$ cat src/rtl/lane_load_sequencer_if.sv
// +-- lane_load_sequencer_if : producer-side handshake plus lane-store load/dump port --+
// +-- rev 1.0                                                                          --+
`default_nettype none

interface lane_load_sequencer_if #(
  parameter int LANE_W = 64,
  parameter int IDX_W  = 5
);
  logic              start;
  logic              in_valid;
  logic [LANE_W-1:0] in_lane;
  logic              in_ready;
  logic              ldn;
  logic [IDX_W-1:0]  number;
  logic [LANE_W-1:0] nOut;
  logic              writeToFile;
  logic              busy;
  logic              done;
  logic [IDX_W-1:0]  lane_cnt;

  modport slave (
    input  start, in_valid, in_lane,
    output in_ready, ldn, number, nOut, writeToFile, busy, done, lane_cnt
  );

  modport master (
    output start, in_valid, in_lane,
    input  in_ready, ldn, number, nOut, writeToFile, busy, done, lane_cnt
  );
endinterface

`default_nettype wire

$ cat src/rtl/lane_load_sequencer.sv
// +-- lane_load_sequencer : loads one NUM_LANES image into the lane store, then dumps --+
// +-- rev 1.0                                                                          --+
`default_nettype none

module lane_load_sequencer #(
  parameter int LANE_W    = 64,
  parameter int NUM_LANES = 25,
  parameter int IDX_W     = 5
) (
  input  wire                    clk,
  input  wire                    rst,
  lane_load_sequencer_if.slave   bus
);

  typedef enum logic [1:0] {
    IDLE  = 2'd0,
    LOAD  = 2'd1,
    FLUSH = 2'd2,
    DUMP  = 2'd3
  } state_t;

  state_t            state_q, state_d;
  logic              ldn_q, ldn_d;
  logic [IDX_W-1:0]  number_q, number_d;
  logic [LANE_W-1:0] nout_q, nout_d;
  logic              wtf_q, wtf_d;
  logic              busy_q, busy_d;
  logic              done_q, done_d;
  logic [IDX_W-1:0]  cnt_q, cnt_d;
  logic              accept;

  assign bus.in_ready = (state_q == LOAD);
  assign accept       = bus.in_valid & bus.in_ready;

  always_ff @(posedge clk or negedge rst) begin
    if (!rst) begin
      state_q  <= IDLE;
      ldn_q    <= 1'b0;
      number_q <= '0;
      nout_q   <= '0;
      wtf_q    <= 1'b0;
      busy_q   <= 1'b0;
      done_q   <= 1'b0;
      cnt_q    <= '0;
    end else begin
      state_q  <= state_d;
      ldn_q    <= ldn_d;
      number_q <= number_d;
      nout_q   <= nout_d;
      wtf_q    <= wtf_d;
      busy_q   <= busy_d;
      done_q   <= done_d;
      cnt_q    <= cnt_d;
    end
  end

  // Strobes (ldn, writeToFile, done) default low so each is a single-cycle pulse.
  always_comb begin
    state_d  = state_q;
    ldn_d    = 1'b0;
    number_d = number_q;
    nout_d   = nout_q;
    wtf_d    = 1'b0;
    busy_d   = busy_q;
    done_d   = 1'b0;
    cnt_d    = cnt_q;

    unique case (state_q)
      IDLE: begin
        if (bus.start) begin
          state_d = LOAD;
          busy_d  = 1'b1;
          cnt_d   = '0;
        end
      end
      LOAD: begin
        if (accept) begin
          ldn_d    = 1'b1;
          number_d = cnt_q;
          nout_d   = bus.in_lane;
          cnt_d    = cnt_q + 1'b1;
          if (cnt_q == IDX_W'(NUM_LANES - 1)) begin
            state_d = FLUSH;
          end
        end
      end
      FLUSH: begin
        wtf_d   = 1'b1;
        state_d = DUMP;
      end
      DUMP: begin
        busy_d  = 1'b0;
        done_d  = 1'b1;
        state_d = IDLE;
      end
      default: state_d = IDLE;
    endcase
  end

  assign bus.ldn         = ldn_q;
  assign bus.number      = number_q;
  assign bus.nOut        = nout_q;
  assign bus.writeToFile = wtf_q;
  assign bus.busy        = busy_q;
  assign bus.done        = done_q;
  assign bus.lane_cnt    = cnt_q;

endmodule

`default_nettype wire

$ cat src/flat_wrapper.sv
// flat-port wrapper written by rule: the top's interface ports become plain ports
module lane_load_sequencer_flat 
#(
  parameter int LANE_W    = 64,
  parameter int NUM_LANES = 25,
  parameter int IDX_W     = 5
)
  (clk, rst, bus_start, bus_in_valid, bus_in_lane, bus_in_ready, bus_ldn, bus_number, bus_nOut, bus_writeToFile, bus_busy, bus_done, bus_lane_cnt);
  lane_load_sequencer_if #(.LANE_W(LANE_W), .IDX_W(IDX_W)) bus_i ();
  input  wire clk;
  input  wire rst;
  input wire logic [$bits(bus_i.start)-1:0] bus_start;
  input wire logic [$bits(bus_i.in_valid)-1:0] bus_in_valid;
  input wire logic [$bits(bus_i.in_lane)-1:0] bus_in_lane;
  output wire logic [$bits(bus_i.in_ready)-1:0] bus_in_ready;
  output wire logic [$bits(bus_i.ldn)-1:0] bus_ldn;
  output wire logic [$bits(bus_i.number)-1:0] bus_number;
  output wire logic [$bits(bus_i.nOut)-1:0] bus_nOut;
  output wire logic [$bits(bus_i.writeToFile)-1:0] bus_writeToFile;
  output wire logic [$bits(bus_i.busy)-1:0] bus_busy;
  output wire logic [$bits(bus_i.done)-1:0] bus_done;
  output wire logic [$bits(bus_i.lane_cnt)-1:0] bus_lane_cnt;
  assign bus_i.start = bus_start;
  assign bus_i.in_valid = bus_in_valid;
  assign bus_i.in_lane = bus_in_lane;
  assign bus_in_ready = bus_i.in_ready;
  assign bus_ldn = bus_i.ldn;
  assign bus_number = bus_i.number;
  assign bus_nOut = bus_i.nOut;
  assign bus_writeToFile = bus_i.writeToFile;
  assign bus_busy = bus_i.busy;
  assign bus_done = bus_i.done;
  assign bus_lane_cnt = bus_i.lane_cnt;
  lane_load_sequencer #(.LANE_W(LANE_W), .NUM_LANES(NUM_LANES), .IDX_W(IDX_W)) u_core (.clk(clk), .rst(rst), .bus(bus_i));
endmodule
$ cat config.mk
export PLATFORM = sky130hd
export DESIGN_NAME = lane_load_sequencer_flat
export DESIGN_NICKNAME = d
export VERILOG_FILES = /design/src/rtl/lane_load_sequencer_if.sv /design/src/rtl/lane_load_sequencer.sv /design/src/flat_wrapper.sv
export SDC_FILE = /design/constraint.sdc
export NUM_CORES = 1
export LEC_CHECK = 0
export CORE_MARGIN = 2
export CORE_UTILIZATION = 51
export DETAILED_ROUTE_END_ITERATION = 10
export DONT_BUFFER_PORTS = 1
export MAX_ROUTING_LAYER = met4
export PLACE_DENSITY = 0.66
export RECOVER_POWER = 100
export SYNTH_ARGS = -nofsm -noshare
export SYNTH_HDL_FRONTEND = slang
export SYNTH_SLANG_ARGS = --single-unit
$ cat constraint.sdc
create_clock -name clk -period 1.95 [get_ports clk]
set_clock_uncertainty 0.05 [all_clocks]
set_input_delay 0.2925 -clock clk [delete_from_list [all_inputs] [get_ports clk]]
set_output_delay 0.2925 -clock clk [all_outputs]
set_load 0.005 [all_outputs]
Word level (Yosys, flattened, before mapping)
Index checks and enable logic that the tools add are counted.
{ "totals": {"regBits": 80, "inputBits": 68, "output_inout_bits": 79} }
{ "classes": {"add_sub_neg": 1, "eq_ne": 7, "muxes": 13, "bitwise": 1, "n_reduce_logical": 7} }
{ "ops": {"columns": ["op", "count"], "rows": [
  ["2-to-1 mux 5 bit", 2],
  ["one-hot mux 5 bit (2 select lines)", 1],
  ["one-hot mux 2 bit (4 select lines)", 1],
  ["2-to-1 mux 2 bit", 3],
  ["inequality test 2 bit (second input constant)", 3],
  ["AND reduction 3 bit", 2],
  ["adder 5 x 1 -> 5 bit (second input constant)", 1],
  ["== test 5 bit (second input constant)", 1],
  ["2-to-1 mux 1 bit", 5],
  ["== test 2 bit (second input constant)", 2],
  ["AND reduction 2 bit", 2],
  ["nonzero test 2 bit", 2],
  ["== test 2 x 1 -> 1 bit (second input constant)", 1],
  ["logical NOT 2 bit", 1],
  ["one-hot mux 1 bit (2 select lines)", 1],
  ["bitwise AND 1 bit", 1]
]} }

Longest topological paths before layout
Gate-level depths: netlist of the first run.
{ "depth": {"depth_word": 4, "ltp_mapped": 8, "mapped_depth_nobuf": 6} }

Worst setup path after synthesis of the first run
No wires, ideal clock.
{ "synth_timing": {"path_type": "register -> register", "start": "register u_core.state_q[1]", "end": "register u_core.nout_q[0], in the netlist u_core.bus.nOut[0]", "setup_ns": 0.125, "arrival_ns": 1.488, "required_time_ns": 1.775, "slack_ns": 0.287, "path_stages_with_launch": 9, "path_buffers": 3, "synth_period_minus_slack_ns": 1.663, "path_cell_list": "dfrtp_1 > inv_1 > ha_1 > buf_6 > nand2_8 > inv_4 > buf_12 > buf_12 > mux2_4"} }
{ "synth_via": {"elab_chain_cells": 3} }
{ "synth_lines": {"columns": ["item", "line", "source"], "rows": [
  ["from (decl)", "lane_load_sequencer.sv:22", "state_t state_q, state_d;"],
  ["from (signal assigned)", "lane_load_sequencer.sv:46", "state_q <= state_d;"],
  ["== test 2 x 1 -> 1 bit (*)", "lane_load_sequencer.sv:32", "assign bus.in_ready = (state_q == LOAD);"],
  ["named net bus_in_ready", "flat_wrapper.sv:15", "output wire logic [$bits(bus_i.in_ready)-1:0] bus_in_ready;"],
  ["bitwise AND 1 bit", "lane_load_sequencer.sv:33", "assign accept = bus.in_valid & bus.in_ready;"],
  ["AND reduction 2 bit (no line) (*)", null, null],
  ["to (signal assigned)", "lane_load_sequencer.sv:49", "nout_q <= nout_d;"],
  ["to (decl)", "lane_load_sequencer.sv:25", "logic [LANE_W-1:0] nout_q, nout_d;"]
]} }
The timed path passes the listed nets; every way through them passes the cells marked *.
A chain may end at the register's enable or synchronous reset.

Final worst setup path of the first run
{ "layout_timing": {"start": "register u_core.state_q[1]", "end": "register u_core.nout_q[56], in the netlist u_core.bus.nOut[56]"} }
{ "layout_via": {"elab_chain_cells": 3} }
{ "layout_lines": {"columns": ["item", "line"], "rows": [
  ["== test 2 x 1 -> 1 bit (*)", "lane_load_sequencer.sv:32, lane_load_sequencer.sv:68"],
  ["bitwise AND 1 bit", "lane_load_sequencer.sv:33"],
  ["AND reduction 2 bit (no line) (*)", null]
]} }
Mark *: on every way between the ends. The rest lies on a longest branch, timed or not.

==> impl_metrics.yaml, run 1 <==
grt:
  use_met2_pct: 30.5
  grt_pass1_vias: 1832
  grt-busiest-layer: "met2"
  grt_pass1_wl_mm: 9.97
  track_usage_pct: 18.4
  use_met3_pct: 6.16
  grt_max_degree: 81
  grtUsageMet1_pct: 20.8
  overflow: 0
  grt_antenna_before_repair: 0
drt:
  wl_per_cell_um: 20.9
  viasPerCell: 5.62
  post-route-drc-count: 0
  drt_iter0_markers: 42
  via_count: 1664
  firstDrtPassIters: 4
  wirelength_mm: 6.19
  detail-route-antenna-nets: 0
final_layout:
  regArea_mm2: 0.00200
  drive_gt1_share_pct: 18.7
  area_delta_synth_final_pct: 0.802
  nets: 288
  antennaDiodeCount: 0
  fillers: 564
  multi_input_area_mm2: 0.00109
  fin_cells: 296
  final_area_mm2: 0.00346
die:
  die_w_um: 86.1
  placementRows: 29
  die_h_um: 86.1
  pin_count: 147
  core-area_mm2: 0.00642
  initial_core_util_pct: 53.5
  dieArea_mm2: 0.00740
sta:
  hold_violations: 80
  fin_tns_setup_ns: 0
  rsz0062_at_grt: "no"
  fmaxAchievable_ghz: 0.551
  finalSetupViolations: 0
  hold-worst-slack_ns: -0.407
  fin_crit_ns: 1.81
  relSlewSlack_pct: 77.4
  worstMarginPinSlew_ns: 0.335
  drv_slew: 0
  timing.final.crit_share_pct: 93.0
power:
  irDropWorstVdd_v: 0.000670
  leakagePower_nw: 1.53
  p_per_area_mw_per_mm2: 1630
synthesis:
  synth_area_mm2: 0.00343
  synth_area_leaders: "dfrtp_1 (58%), mux2_4 (21%), mux2_2 (6.2%)"
  synth_xor_area_share_pct: 0.510
  muxShareOfSynthArea_pct: 27.7
  synth_compound_area_share_pct: 2.48
  yosys.area_share.simple_pct: 3.94
  synth_top_area_cell: "dfrtp_1"
  synth_top_family_by_area: "multiplexers"
  synth_top_area_share_pct: 58.3
  synthCells: 208
  ys_ff_latch: 80
  ys_types: 24
  synthAdderAreaFrac_pct: 2.19
  synth.avg_cell_area_um2: 16.5
  ys_warn_count: 0
  syn_nets: 282
  synth_seq_area_share_pct: 58.3
setup_path:
  setup.worst_path.end_class: "flop"
  required_ns: 2.11
  reg2reg_depth: 6
  critical_path_class: "flop to flop"
  reg2reg_setup_slack_ns: 0.14
  cp.arrival_ns: 1.98
  startpoint_type: "flop"
  r2r_start: "u_core.state_q[1]"
  crit_fanout: 9
  r2r_end: "u_core.bus.nOut[56]"
cts:
  cts_tree: "built"
  clkLatencyLatePin_ns: 0.33
  ctsResizeCount: 0
  clk_pin_slew_ns: 0.08
  clockBufferDepth: 2
  numCtsBuffers: 9
  ctsRootBufferMaster: "clkbuf_8"
  clkSinkCount: 80
  postCtsSetupRepairBufs: 0
  h-tree-depth: 3
placed_design:
  place_area_mm2: 0.00344
  port_buffers: 0
  place_congestion: 0.766
  placed_cells_incl_taps: 280
  hpwl_mm: 4.61
min_path:
  hp-class: "primary input to asynchronous set/reset pin"
job:
  maxCapViolCount: 0
status:
  outcome: "finished, violations left"
  violations: "hold timing"
-- synthesized netlist by cell type --
| cell | number |
|---|---|
| dfrtp_1 | 80 |
| mux2_4 | 49 |
| mux2_2 | 19 |
| nand2_1 | 7 |
| o21ai_0 | 7 |
| buf_12 | 6 |
| ha_1 | 6 |
| inv_1 | 4 |
| and2_1 | 3 |
| nand3_1 | 3 |
| nand4_1 | 3 |
| nor2_1 | 3 |
| a21oi_1 | 2 |
| a22o_1 | 2 |
| buf_6 | 2 |
| nand2b_1 | 2 |
| nor2b_1 | 2 |
| xor2_1 | 2 |
| a31oi_1 | 1 |
| buf_2 | 1 |
| inv_4 | 1 |
| nand2_8 | 1 |
| o22ai_1 | 1 |
| o32a_1 | 1 |
-- power breakdown --
group          total, W  switching [W]  leakage, nW  internal, W
registers       0.00310       0.000644        0.968      0.00245
clock network   0.00120       0.000544        0.103     0.000659
logic           0.00136       0.000587        0.460     0.000771
-- logic make-up (layout without fill, tap and decap cells) --
| kind of cell | count (synthesis) | in the layout |
|---|---|---|
| simple gates | 24 | 24 |
| xor+xnor | 2 | 2 |
| flops | 80 | 80 |
| compound gates | 14 | 14 |
| buf+inv | 14 | 25 |
| fa+ha+maj | 6 | 6 |
| mux | 68 | 68 |
-- sequential cells by signal, indices dropped and copies added, names as in the netlist --
name	count
u_core.bus.lane_cnt	5
u_core.state_q	2
u_core.bus.busy	1
u_core.bus.writeToFile	1
u_core.bus.ldn	1
u_core.bus.number	5
u_core.bus.done	1
u_core.bus.nOut	64
-- worst max-delay path by stage --
| stage | start | endpoint | slack [ns] | depth (start not counted) |
|---|---|---|---|---|
| 2_1_floorplan | u_core.state_q[1] | u_core.bus.nOut[0] | 0.29 | 8 |
| 3_3_place_gp | u_core.state_q[1] | u_core.bus.nOut[14] | 0.21 | 6 |
| 3_5_place_dp | u_core.state_q[1] | u_core.bus.nOut[17] | 0.14 | 6 |
| 4_1_cts | u_core.state_q[1] | u_core.bus.nOut[26] | 0.13 | 6 |
| 5_1_grt | u_core.state_q[1] | u_core.bus.nOut[46] | 0.04 | 6 |
| 6_report | u_core.state_q[1] | u_core.bus.nOut[56] | 0.14 | 6 |
-- cell usage in the layout (no fill, tap or decap), types with 3 or more instances in the layout --
cell type	netlist	routed
ha_1	6	6
clkbuf_8	0	11
nand4_1	3	3
nand3_1	3	3
dfrtp_1	80	80
mux2_4	49	3
o21ai_0	7	7
inv_1	4	4
mux2_2	19	18
mux2_1	0	47
nand2_1	7	7
nor2_1	3	3
-- stage by stage --
step | setup WS [ns] | power (W) | util (%)
floorplan | 0.287 | 0.00475 | -
global placement | 0.205 | 0.00496 | 53.5
detailed placement | 0.137 | 0.00507 | 53.5
CTS | 0.128 | 0.00632 | 56.6
global route | 0.0417 | 0.00604 | 53.9
finish | 0.136 | 0.00566 | 53.9
-- worst max-delay path: stages, from the launching register on --
cell      delay [ns]
dfrtp_1         0.41
inv_1           0.11
ha_1            0.27
nand2_8         0.10
inv_4           0.15
clkbuf_2        0.25
mux2_1          0.35
-- cell type report --
type | instances | area share (%)
tap | 77 | 2.78
sequential | 80 | 57.8
inverter | 5 | 0.615
clock buffer | 13 | 4.59
clock inverter | 3 | 1.16
timing repair buffer | 4 | 1.52
multi-input combinational | 114 | 31.5
-- layer usage --
metal  part of all wire [%]  wire length, µm
met5                      0                0
met4                    2.0              123
met3                    7.7              479
met2                     55             3420
met1                     35             2160
Note: power is estimated with default switching activity, not from simulation.
==> run 2, diff against run 1 <==
Settings changed: CELL_PAD_IN_SITES_DETAIL_PLACEMENT from default to 1, CELL_PAD_IN_SITES_GLOBAL_PLACEMENT from default to 1, CORE_MARGIN 2 to default, CORE_UTILIZATION 51 to 45, PLACE_DENSITY 0.66 to default, PLACE_DENSITY_LB_ADDON from default to 0.1.
==> run 2 against run 1 <==
The run still ends with hold timing left; flip-flop and latch count unchanged; clock-buffer cell count down 3; routed wire length up 3.0%; non-clock buffer count down 1; power down 0.52%; critical endpoint is now u_core.bus.nOut[45]; largest cell class unchanged; largest power group unchanged; highest routed layer unchanged.
==> impl_metrics.yaml, run 2 (synthesized netlist as in run 1, its figures left out) <==
power:
  irDropWorstVdd_v: 0.000543
  seqPwrFrac_pct: 54.9
  leakagePower_nw: 1.52
  combPwrFrac_pct: 24.1
  switchingPower_w: 0.00183
  p_per_area_mw_per_mm2: 1620
  clkPwrFrac_pct: 21.0
  internal_power_w: 0.00380
  total_power_w: 0.00563
  p_sw_share_pct: 32.4
die:
  pin_count: 147
  core-area_mm2: 0.00733
  die_h_um: 89.3
  dieArea_mm2: 0.00798
  initial_core_util_pct: 46.8
  die_w_um: 89.3
  placementRows: 31
grt:
  grt_max_degree: 81
  grt_pass1_vias: 1874
  overflow: 0
  grt_pass1_wl_mm: 9.76
  track_usage_pct: 17.3
  grt_antenna_before_repair: 0
final_layout:
  drive_gt1_share_pct: 18.3
  final_core_util_pct: 47.4
  antennaDiodeCount: 0
  largest_reg_flops: 64
  layout_commonest_cell: "dfrtp_1"
  fillers: 736
  regArea_mm2: 0.00200
  nets: 287
  multi_input_area_mm2: 0.00109
  final_cell_mix: "dfrtp_1 (80), mux2_1 (48), mux2_2 (18)"
  final_area_mm2: 0.00347
  area_delta_synth_final_pct: 1.20
drt:
  detail-route-antenna-nets: 0
  drt_iter0_markers: 30
  firstDrtPassIters: 4
  wl_per_cell_um: 20.1
  post-route-drc-count: 0
  via_count: 1694
  wirelength_mm: 6.37
  viasPerCell: 5.34
sta:
  relSlewSlack_pct: 76.8
  hold_violations: 80
  timing.final.crit_share_pct: 90.2
  hold-worst-slack_ns: -0.410
  fmaxAchievable_ghz: 0.569
  rsz0062_at_grt: "no"
  fin_tns_setup_ns: 0
  worstMarginPinSlew_ns: 0.345
  fin_crit_ns: 1.76
  drv_slew: 0
  finalSetupViolations: 0
placed_design:
  hpwl_mm: 4.72
  place_congestion: 0.798
  port_buffers: 0
  place_area_mm2: 0.00346
cts:
  ctsRootBufferMaster: "clkbuf_8"
  ctsResizeCount: 0
  clkSinkCount: 80
  h-tree-depth: 3
  clk_pin_slew_ns: 0.08
  clockBufferDepth: 2
  clkLatencyLatePin_ns: 0.33
  numCtsBuffers: 9
  cts_tree: "built"
  postCtsSetupRepairBufs: 0
status:
  outcome: "finished, violations left"
  violations: "hold timing"
job:
  maxCapViolCount: 0
setup_path:
  r2r_start: "u_core.state_q[1]"
  cp.arrival_ns: 1.93
  crit_path_max_incr_delay_ns: 0.40
  cpMaxStageDelayCell: "dfrtp_1"
  critical_path_class: "flop to flop"
  startpoint_type: "flop"
  setup.worst_path.end_class: "flop"
  path_cells: "inv_1 > ha_1 > nand2_8 > inv_4 > buf_12 > mux2_2"
  r2r_end: "u_core.bus.nOut[45]"
  reg2reg_depth: 6
  path_buf_inv: 3
  crit_fanout: 41
  reg2reg_setup_slack_ns: 0.19
  crit_family: "buffers and inverters"
  required_ns: 2.12
min_path:
  hp-class: "primary input to asynchronous set/reset pin"
run 2: layer usage:
| layer | part of all wire [%] | routed length (µm) | track usage, % |
|---|---|---|---|
| met5 | 0 | 0 | - |
| met3 | 11 | 688 | 6.00 |
| met1 | 36 | 2270 | 19.4 |
| met4 | 1.9 | 118 | 6.93 |
| met2 | 52 | 3300 | 28.4 |
run 2: worst max-delay path by stage:
| stage | startpoint | to | depth (start not counted) |
|---|---|---|---|
| floorplan | u_core.state_q[1] | u_core.bus.nOut[0] | 8 |
| global placement | u_core.state_q[1] | u_core.bus.nOut[52] | 6 |
| detailed placement | u_core.state_q[1] | u_core.bus.nOut[45] | 6 |
| CTS | u_core.state_q[1] | u_core.bus.nOut[45] | 6 |
| global route | u_core.state_q[0] | u_core.bus.lane_cnt[4] | 6 |
| finish | u_core.state_q[1] | u_core.bus.nOut[45] | 6 |
run 2: worst register-to-register path, stage by stage, from the launching register on:
cell and delay, ns:
dfrtp_1 0.40, inv_1 0.10, ha_1 0.27, nand2_8 0.10, inv_4 0.09, buf_12 0.23, mux2_2 0.39
run 2: cell type report:
cell class / count / share of cell area [%]
sequential: 80 / 57.6
multi-input combinational: 114 / 31.3
clock buffer: 10 / 3.67
tap: 99 / 3.57
clock inverter: 6 / 1.98
timing repair buffer: 3 / 1.30
inverter: 5 / 0.612
run 2: power groups by stage:
| stage | Sequential (W) | Clock (W) | Combinational (W) |
|---|---|---|---|
| CTS | 0.00316 | 0.00123 | 0.00194 |
| detailed placement | 0.00318 | 0 | 0.00191 |
| global route | 0.00322 | 0.00130 | 0.00154 |
| finish | 0.00309 | 0.00118 | 0.00136 |
| floorplan | 0.00294 | 0 | 0.00180 |
| global placement | 0.00315 | 0 | 0.00182 |
run 2: per-stage QoR:
| stage | setup slack (ns) | cells |
|---|---|---|
| floorplan | 0.287 | 208 |
| global placement | 0.195 | 301 |
| detailed placement | 0.133 | 301 |
| CTS | 0.120 | 317 |
| global route | 0.0750 | 317 |
| finish | 0.192 | 317 |
